### src/rtl/wash_setting_selector.sv
// rtl/wash_setting_selector.sv - per-mode adjustable wash setting level index (optional AUTO_REPEAT_EN)
module wash_setting_selector #(
    parameter int NUM_LEVELS = 4,
    parameter int IDX_W = 2,
    parameter int LEVEL_W = 7,
    parameter logic [NUM_LEVELS*LEVEL_W-1:0] LEVEL_TABLE = {7'd60, 7'd40, 7'd30, 7'd10},
    parameter int NUM_MODES = 8,
    parameter int MODE_W = 3,
    parameter logic [NUM_MODES*IDX_W-1:0] DEFAULT_TABLE = 16'hA63A,
    parameter int WRAP = 1
`ifdef AUTO_REPEAT_EN
    ,
    parameter int REPEAT_DELAY = 50,
    parameter int REPEAT_PERIOD = 10
`endif
) (
    input  logic               clk,
    input  logic               reset,
    input  logic [MODE_W-1:0]  wash_mode,
    input  logic               increment,
    input  logic               decrement,
    input  logic               lock,
    output logic [LEVEL_W-1:0] selected_value,
    output logic [IDX_W-1:0]   index,
    output logic               at_min,
    output logic               at_max,
    output logic               changed
);

    localparam logic [IDX_W-1:0] LAST_INDEX = IDX_W'(NUM_LEVELS - 1);

    logic              inc_prev;
    logic              dec_prev;
    logic [MODE_W-1:0] mode_prev;
    logic [IDX_W-1:0]  index_next;
    logic [IDX_W-1:0]  def_index;
    logic [IDX_W-1:0]  def_entry;
    logic [IDX_W-1:0]  up_index;
    logic [IDX_W-1:0]  down_index;
    logic              inc_rise;
    logic              dec_rise;
    logic              reload;
    logic              step_up;
    logic              step_down;

    assign inc_rise = increment & ~inc_prev;
    assign dec_rise = decrement & ~dec_prev;
    assign reload   = (wash_mode != mode_prev) & ~lock;

    // Out-of-range modes and out-of-range table entries both fall back to level 0.
    always_comb begin
        def_entry = '0;
        for (int m = 0; m < NUM_MODES; m++) begin
            if (int'(wash_mode) == m) begin
                def_entry = DEFAULT_TABLE[m*IDX_W +: IDX_W];
            end
        end
        def_index = (int'(def_entry) < NUM_LEVELS) ? def_entry : '0;
    end

    always_comb begin
        selected_value = '0;
        for (int i = 0; i < NUM_LEVELS; i++) begin
            if (int'(index) == i) begin
                selected_value = LEVEL_TABLE[i*LEVEL_W +: LEVEL_W];
            end
        end
    end

    assign at_min = (index == '0);
    assign at_max = (index == LAST_INDEX);

    always_comb begin
        if (index == LAST_INDEX) begin
            up_index = (WRAP != 0) ? '0 : index;
        end else begin
            up_index = index + IDX_W'(1);
        end
        if (index == '0) begin
            down_index = (WRAP != 0) ? LAST_INDEX : index;
        end else begin
            down_index = index - IDX_W'(1);
        end
    end

`ifdef AUTO_REPEAT_EN
    localparam int CNT_MAX = (REPEAT_DELAY > REPEAT_PERIOD) ? REPEAT_DELAY : REPEAT_PERIOD;
    localparam int CNT_W = $clog2(CNT_MAX + 1);

    typedef enum logic [1:0] {
        RPT_IDLE,
        RPT_HOLD,
        RPT_REPEAT
    } rpt_state_t;

    rpt_state_t       rpt_state [2];
    rpt_state_t       rpt_state_next [2];
    logic [CNT_W-1:0] rpt_cnt [2];
    logic [CNT_W-1:0] rpt_cnt_next [2];
    logic             rpt_step [2];
    logic             rpt_btn [2];
    logic             rpt_rise [2];
    logic             rpt_abort [2];

    // Index 0 tracks the increment button, index 1 the decrement button.
    always_comb begin
        rpt_btn[0]  = increment;
        rpt_btn[1]  = decrement;
        rpt_rise[0] = inc_rise;
        rpt_rise[1] = dec_rise;
        for (int d = 0; d < 2; d++) begin
            rpt_state_next[d] = rpt_state[d];
            rpt_cnt_next[d]   = rpt_cnt[d];
            rpt_step[d]       = 1'b0;
            rpt_abort[d]      = ~rpt_btn[d] | lock | reload | (increment & decrement);
            case (rpt_state[d])
                RPT_IDLE: begin
                    if (rpt_rise[d] && !rpt_abort[d]) begin
                        rpt_state_next[d] = RPT_HOLD;
                        rpt_cnt_next[d]   = '0;
                    end
                end
                RPT_HOLD: begin
                    if (rpt_abort[d]) begin
                        rpt_state_next[d] = RPT_IDLE;
                    end else if (rpt_cnt[d] == CNT_W'(REPEAT_DELAY - 1)) begin
                        rpt_state_next[d] = RPT_REPEAT;
                        rpt_cnt_next[d]   = '0;
                        rpt_step[d]       = 1'b1;
                    end else begin
                        rpt_cnt_next[d] = rpt_cnt[d] + CNT_W'(1);
                    end
                end
                RPT_REPEAT: begin
                    if (rpt_abort[d]) begin
                        rpt_state_next[d] = RPT_IDLE;
                    end else if (rpt_cnt[d] == CNT_W'(REPEAT_PERIOD - 1)) begin
                        rpt_cnt_next[d] = '0;
                        rpt_step[d]     = 1'b1;
                    end else begin
                        rpt_cnt_next[d] = rpt_cnt[d] + CNT_W'(1);
                    end
                end
                default: rpt_state_next[d] = RPT_IDLE;
            endcase
        end
    end

    always_ff @(posedge clk) begin
        for (int d = 0; d < 2; d++) begin
            if (!reset) begin
                rpt_state[d] <= RPT_IDLE;
                rpt_cnt[d]   <= '0;
            end else begin
                rpt_state[d] <= rpt_state_next[d];
                rpt_cnt[d]   <= rpt_cnt_next[d];
            end
        end
    end

    assign step_up   = inc_rise | rpt_step[0];
    assign step_down = dec_rise | rpt_step[1];
`else
    assign step_up   = inc_rise;
    assign step_down = dec_rise;
`endif

    // A mode reload discards any button activity in the same cycle.
    always_comb begin
        index_next = index;
        if (reload) begin
            index_next = def_index;
        end else if (!lock) begin
            if (step_up && step_down) begin
                index_next = index;
            end else if (step_up) begin
                index_next = up_index;
            end else if (step_down) begin
                index_next = down_index;
            end
        end
    end

    always_ff @(posedge clk) begin
        if (!reset) begin
            index     <= def_index;
            inc_prev  <= 1'b0;
            dec_prev  <= 1'b0;
            mode_prev <= wash_mode;
            changed   <= 1'b0;
        end else begin
            index    <= index_next;
            inc_prev <= increment;
            dec_prev <= decrement;
            changed  <= (index_next != index);
            // Holding mode_prev while locked defers a locked mode change to the unlock cycle.
            if (!lock) begin
                mode_prev <= wash_mode;
            end
        end
    end

endmodule

### config.mk
export PLATFORM = sky130hd
export DESIGN_NAME = wash_setting_selector
export DESIGN_NICKNAME = d
export VERILOG_FILES = /design/src/rtl/wash_setting_selector.sv
export SDC_FILE = /design/constraint.sdc
export NUM_CORES = 1
export LEC_CHECK = 0
export ABC_AREA = 0
export BUFFER_PORTS_ARGS = -buffer_cell sky130_fd_sc_hd__buf_2
export CAP_MARGIN = 20
export CORE_AREA = 2 2 39 41
export CTS_BUF_LIST = sky130_fd_sc_hd__clkbuf_8
export DETAILED_ROUTE_END_ITERATION = 6
export DIE_AREA = 0 0 41 43
export GPL_TIMING_DRIVEN = 0
export HOLD_SLACK_MARGIN = 0.03
export PLACE_DENSITY = 0.78
export SETUP_SLACK_MARGIN = 0.4
export SLEW_MARGIN = 20
export SYNTH_ARGS = -nofsm -noshare
export SYNTH_HDL_FRONTEND = slang
export SYNTH_SLANG_ARGS = --single-unit
### constraint.sdc
create_clock -name clk -period 2.05 [get_ports clk]
set_clock_uncertainty 0.05 [all_clocks]
set_input_delay 0.3075 -clock clk [delete_from_list [all_inputs] [get_ports clk]]
set_output_delay 0.3075 -clock clk [all_outputs]
set_load 0.005 [all_outputs]
==> out/metrics.yaml <==
run_status:
  status: "completed"
grt:
  use_met1_pct: 23.36
  busiest_layer: "met2"
  met2_usage_pct: 34.69
  grt.total_usage_pct: 20.83
  grt_antenna_before_repair: 0
  grt_pass1_wl_mm: 2.490
  grtUsageMet3_pct: 7.853
  grt_pass1_vias: 613
  grt_max_degree: 11
  grt-ovfl-total: 0
critical_path:
  crit_fanout: 5
  endpoint_kind: "flip-flop"
  reg2reg_from: "index[0]$_DFF_P_"
  reg2reg_slack_ns: 0.37
  reg2regPathDepth: 7
  required_ns: 2.17
  critPathLaunchType: "flip-flop"
  critPathKind: "reg -> reg"
  cp.arrival_ns: 1.80
  r2r_end: "changed$_SDFF_PN0_"
clocking:
  cts-htree-levels: 1
  insertion_delay_ns: 0.24
  clock_path_buffers: 2
  cts-root-buf: "clkbuf_8"
  cts_buffers: 3
  path_clk_slew_ns: 0.05
  cts_sinks: 8
  cts_tree: "yes"
floorplan:
  die_width_microns: 41
  start_util_pct: 48.01
  die_h_microns: 43
  io_pins: 20
  rows: 14
  core_sq_um: 1384
  die_area_sq_um: 1763
synthesis:
  yosys.area.top_type: "dfxtp_1"
  syn_area_sq_um: 664.4
  yosys-top-cells-area: "dfxtp_1 (15%), edfxtp_1 (14%), ha_1 (11%), xor2_1 (5.3%), nand3_1 (3.8%)"
  synthCells: 77
  synth_cell_types: 36
  synth_top_area_share_pct: 15.07
  async_flop_share_pct: 0
  synth_common_cells: "ha_1 (6), nand2_1 (6), nor2_1 (6)"
  yosysSeqAreaShare_pct: 28.63
  ys_ff_latch: 8
  ys.flop_type: "dfxtp_1"
  synth_edf_count: 3
  yosysWarningCount: 0
  syn_area_per_cell_sq_um: 8.628
finish:
  nets: 123
  area_growth_pct: 45.95
  multiInputGateArea_sq_um: 494.2
  n_antenna_cell: 0
  seqCellArea_sq_um: 197.7
  drive_gt1_share_pct: 53.70
  fillers: 108
worst_hold_path:
  hp-class: "in -> reg"
  hold_path_depth: 2
  hold-path-endpoint: "dec_prev$_SDFF_PN0_"
  hold_start: "decrement"
placed_design:
  dp_hpwl_mm: 1.009
  io_buffers: 17
  gp_congestion: 0.7251
timing:
  setup_viol: 0
  holdWs_ns: 0.2465
  hold_violations: 0
  period_share_pct: 81.91
  final.min_clock_period_ns: 1.679
  tns_ns: 0
  grt_setup_unrepaired: "yes"
  fmax_ghz: 0.5955
  finalMaxSlewViolations: 0
drt:
  firstDrtPassIters: 4
  wirelength_mm: 1.528
  drt-initial-drc-count: 9
  ant_nets: 0
  num_vias: 653
  wl_per_cell_microns: 12.32
  viasPerCell: 5.266
  drc: 0
power_and_ir_drop:
  switching_power_mw: 0.2029
  swShare_pct: 31.34
  p_total_mw: 0.6475
  seqPwrFrac_pct: 30.9
  power_density_nw_per_um2: 667.8
  internal_power_mw: 0.4446
  combPwrFrac_pct: 38.0
  p_leak_nw: 0.4425
  irDropWorstVdd_mv: 0.4568
  clkPwrFrac_pct: 31.2
flow_run:
  maxCapViolCount: 0
cell families (layout without fill, tap and decap cells):
logic type,Yosys count,after routing,share of synthesized area (%)
AO/OA/AOI/OAI,17,17,19.58
other,1,2,0.5644
AND/OR/NAND/NOR,32,32,26.74
adder cells (fa/ha/maj),6,6,11.30
flip-flops,8,8,28.63
buffers and inverters,9,39,7.910
XOR/XNOR,4,4,5.273
power by group through the flow:
| stage | clock, mW | sequential [mW] | combinational (mW) |
|---|---|---|---|
| CTS | 0.201 | 0.200 | 0.224 |
| finish | 0.202 | 0.200 | 0.246 |
| floorplan | 0 | 0.203 | 0.124 |
| detailed placement | 0 | 0.207 | 0.180 |
| global placement | 0 | 0.205 | 0.174 |
| global route | 0.213 | 0.202 | 0.273 |
layout make-up:
class / count / share of cell area (%)
buffer: 6 / 4.258
clock buffer: 3 / 4.258
clock inverter: 1 / 0.3871
inverter: 3 / 1.677
multi-input combinational: 61 / 50.97
sequential: 8 / 20.39
tap: 16 / 2.065
timing repair buffer: 26 / 16.00
how the worst max path moves through the flow:
stage                    endpoint                   start  slack (ns)  cells past startpoint
3_3_place_gp     index[0]$_DFF_P_            wash_mode[0]        0.33                      6
4_1_cts        changed$_SDFF_PN0_        index[0]$_DFF_P_        0.37                      7
6_report       changed$_SDFF_PN0_        index[0]$_DFF_P_        0.37                      7
5_1_grt          index[0]$_DFF_P_  mode_prev[0]$_DFFE_PP_        0.30                      6
3_5_place_dp   changed$_SDFF_PN0_        index[1]$_DFF_P_        0.31                      7
2_1_floorplan  changed$_SDFF_PN0_        index[1]$_DFF_P_        0.42                      7
layer usage:
| metal | vias to the layer above | wire length (microns) | part of all wire, % |
|---|---|---|---|
| li1 | 328 | - | - |
| met1 | 305 | 629 | 41 |
| met2 | 16 | 807 | 53 |
| met3 | 4 | 60 | 3.9 |
| met4 | 0 | 30 | 2.0 |
| met5 | - | 0 | 0 |
flip-flops by register name (all words and copies together), names as in the netlist:
register / cells
dec_prev: 1
changed: 1
inc_prev: 1
index: 2
mode_prev: 3
cell usage in the layout (no fill, tap or decap), types with 3 or more instances in the layout:
master and n:
edfxtp_1 3, nor2_1 4, o21ai_0 3, buf_2 16
ha_2 3, xor2_1 4, clkbuf_8 3, dfxtp_1 3
nand2_1 5, nand3_1 3, buf_4 11
worst max-delay path, stage by stage, from the launching register on:
cell and delay (ns):
dfxtp_4 0.38, inv_4 0.05, ha_4 0.23, or3_4 0.36, a21oi_2 0.15, o21ai_2 0.09
o22a_2 0.23, nand3_2 0.05
per-stage QoR:
stage,worst slack (ns),cell area (sq um),instances,utilization (%)
2_1_floorplan,0.4166,690.7,78,-
3_3_place_gp,0.3329,795.8,111,57.50
3_5_place_dp,0.3143,795.8,111,57.50
4_1_cts,0.3664,929.6,124,67.18
5_1_grt,0.3047,969.7,124,70.07
6_report,0.3708,969.7,124,70.07
timing repair:
item	4_1_cts	5_1_grt
pin swaps	8	6
gates resized for setup	8	10
buffers inserted	9	0
hold buffers	0	0
endpoints found under the hold margin	0	0
setup endpoints to repair	7	6
Note: power is estimated with default switching activity, not from simulation.
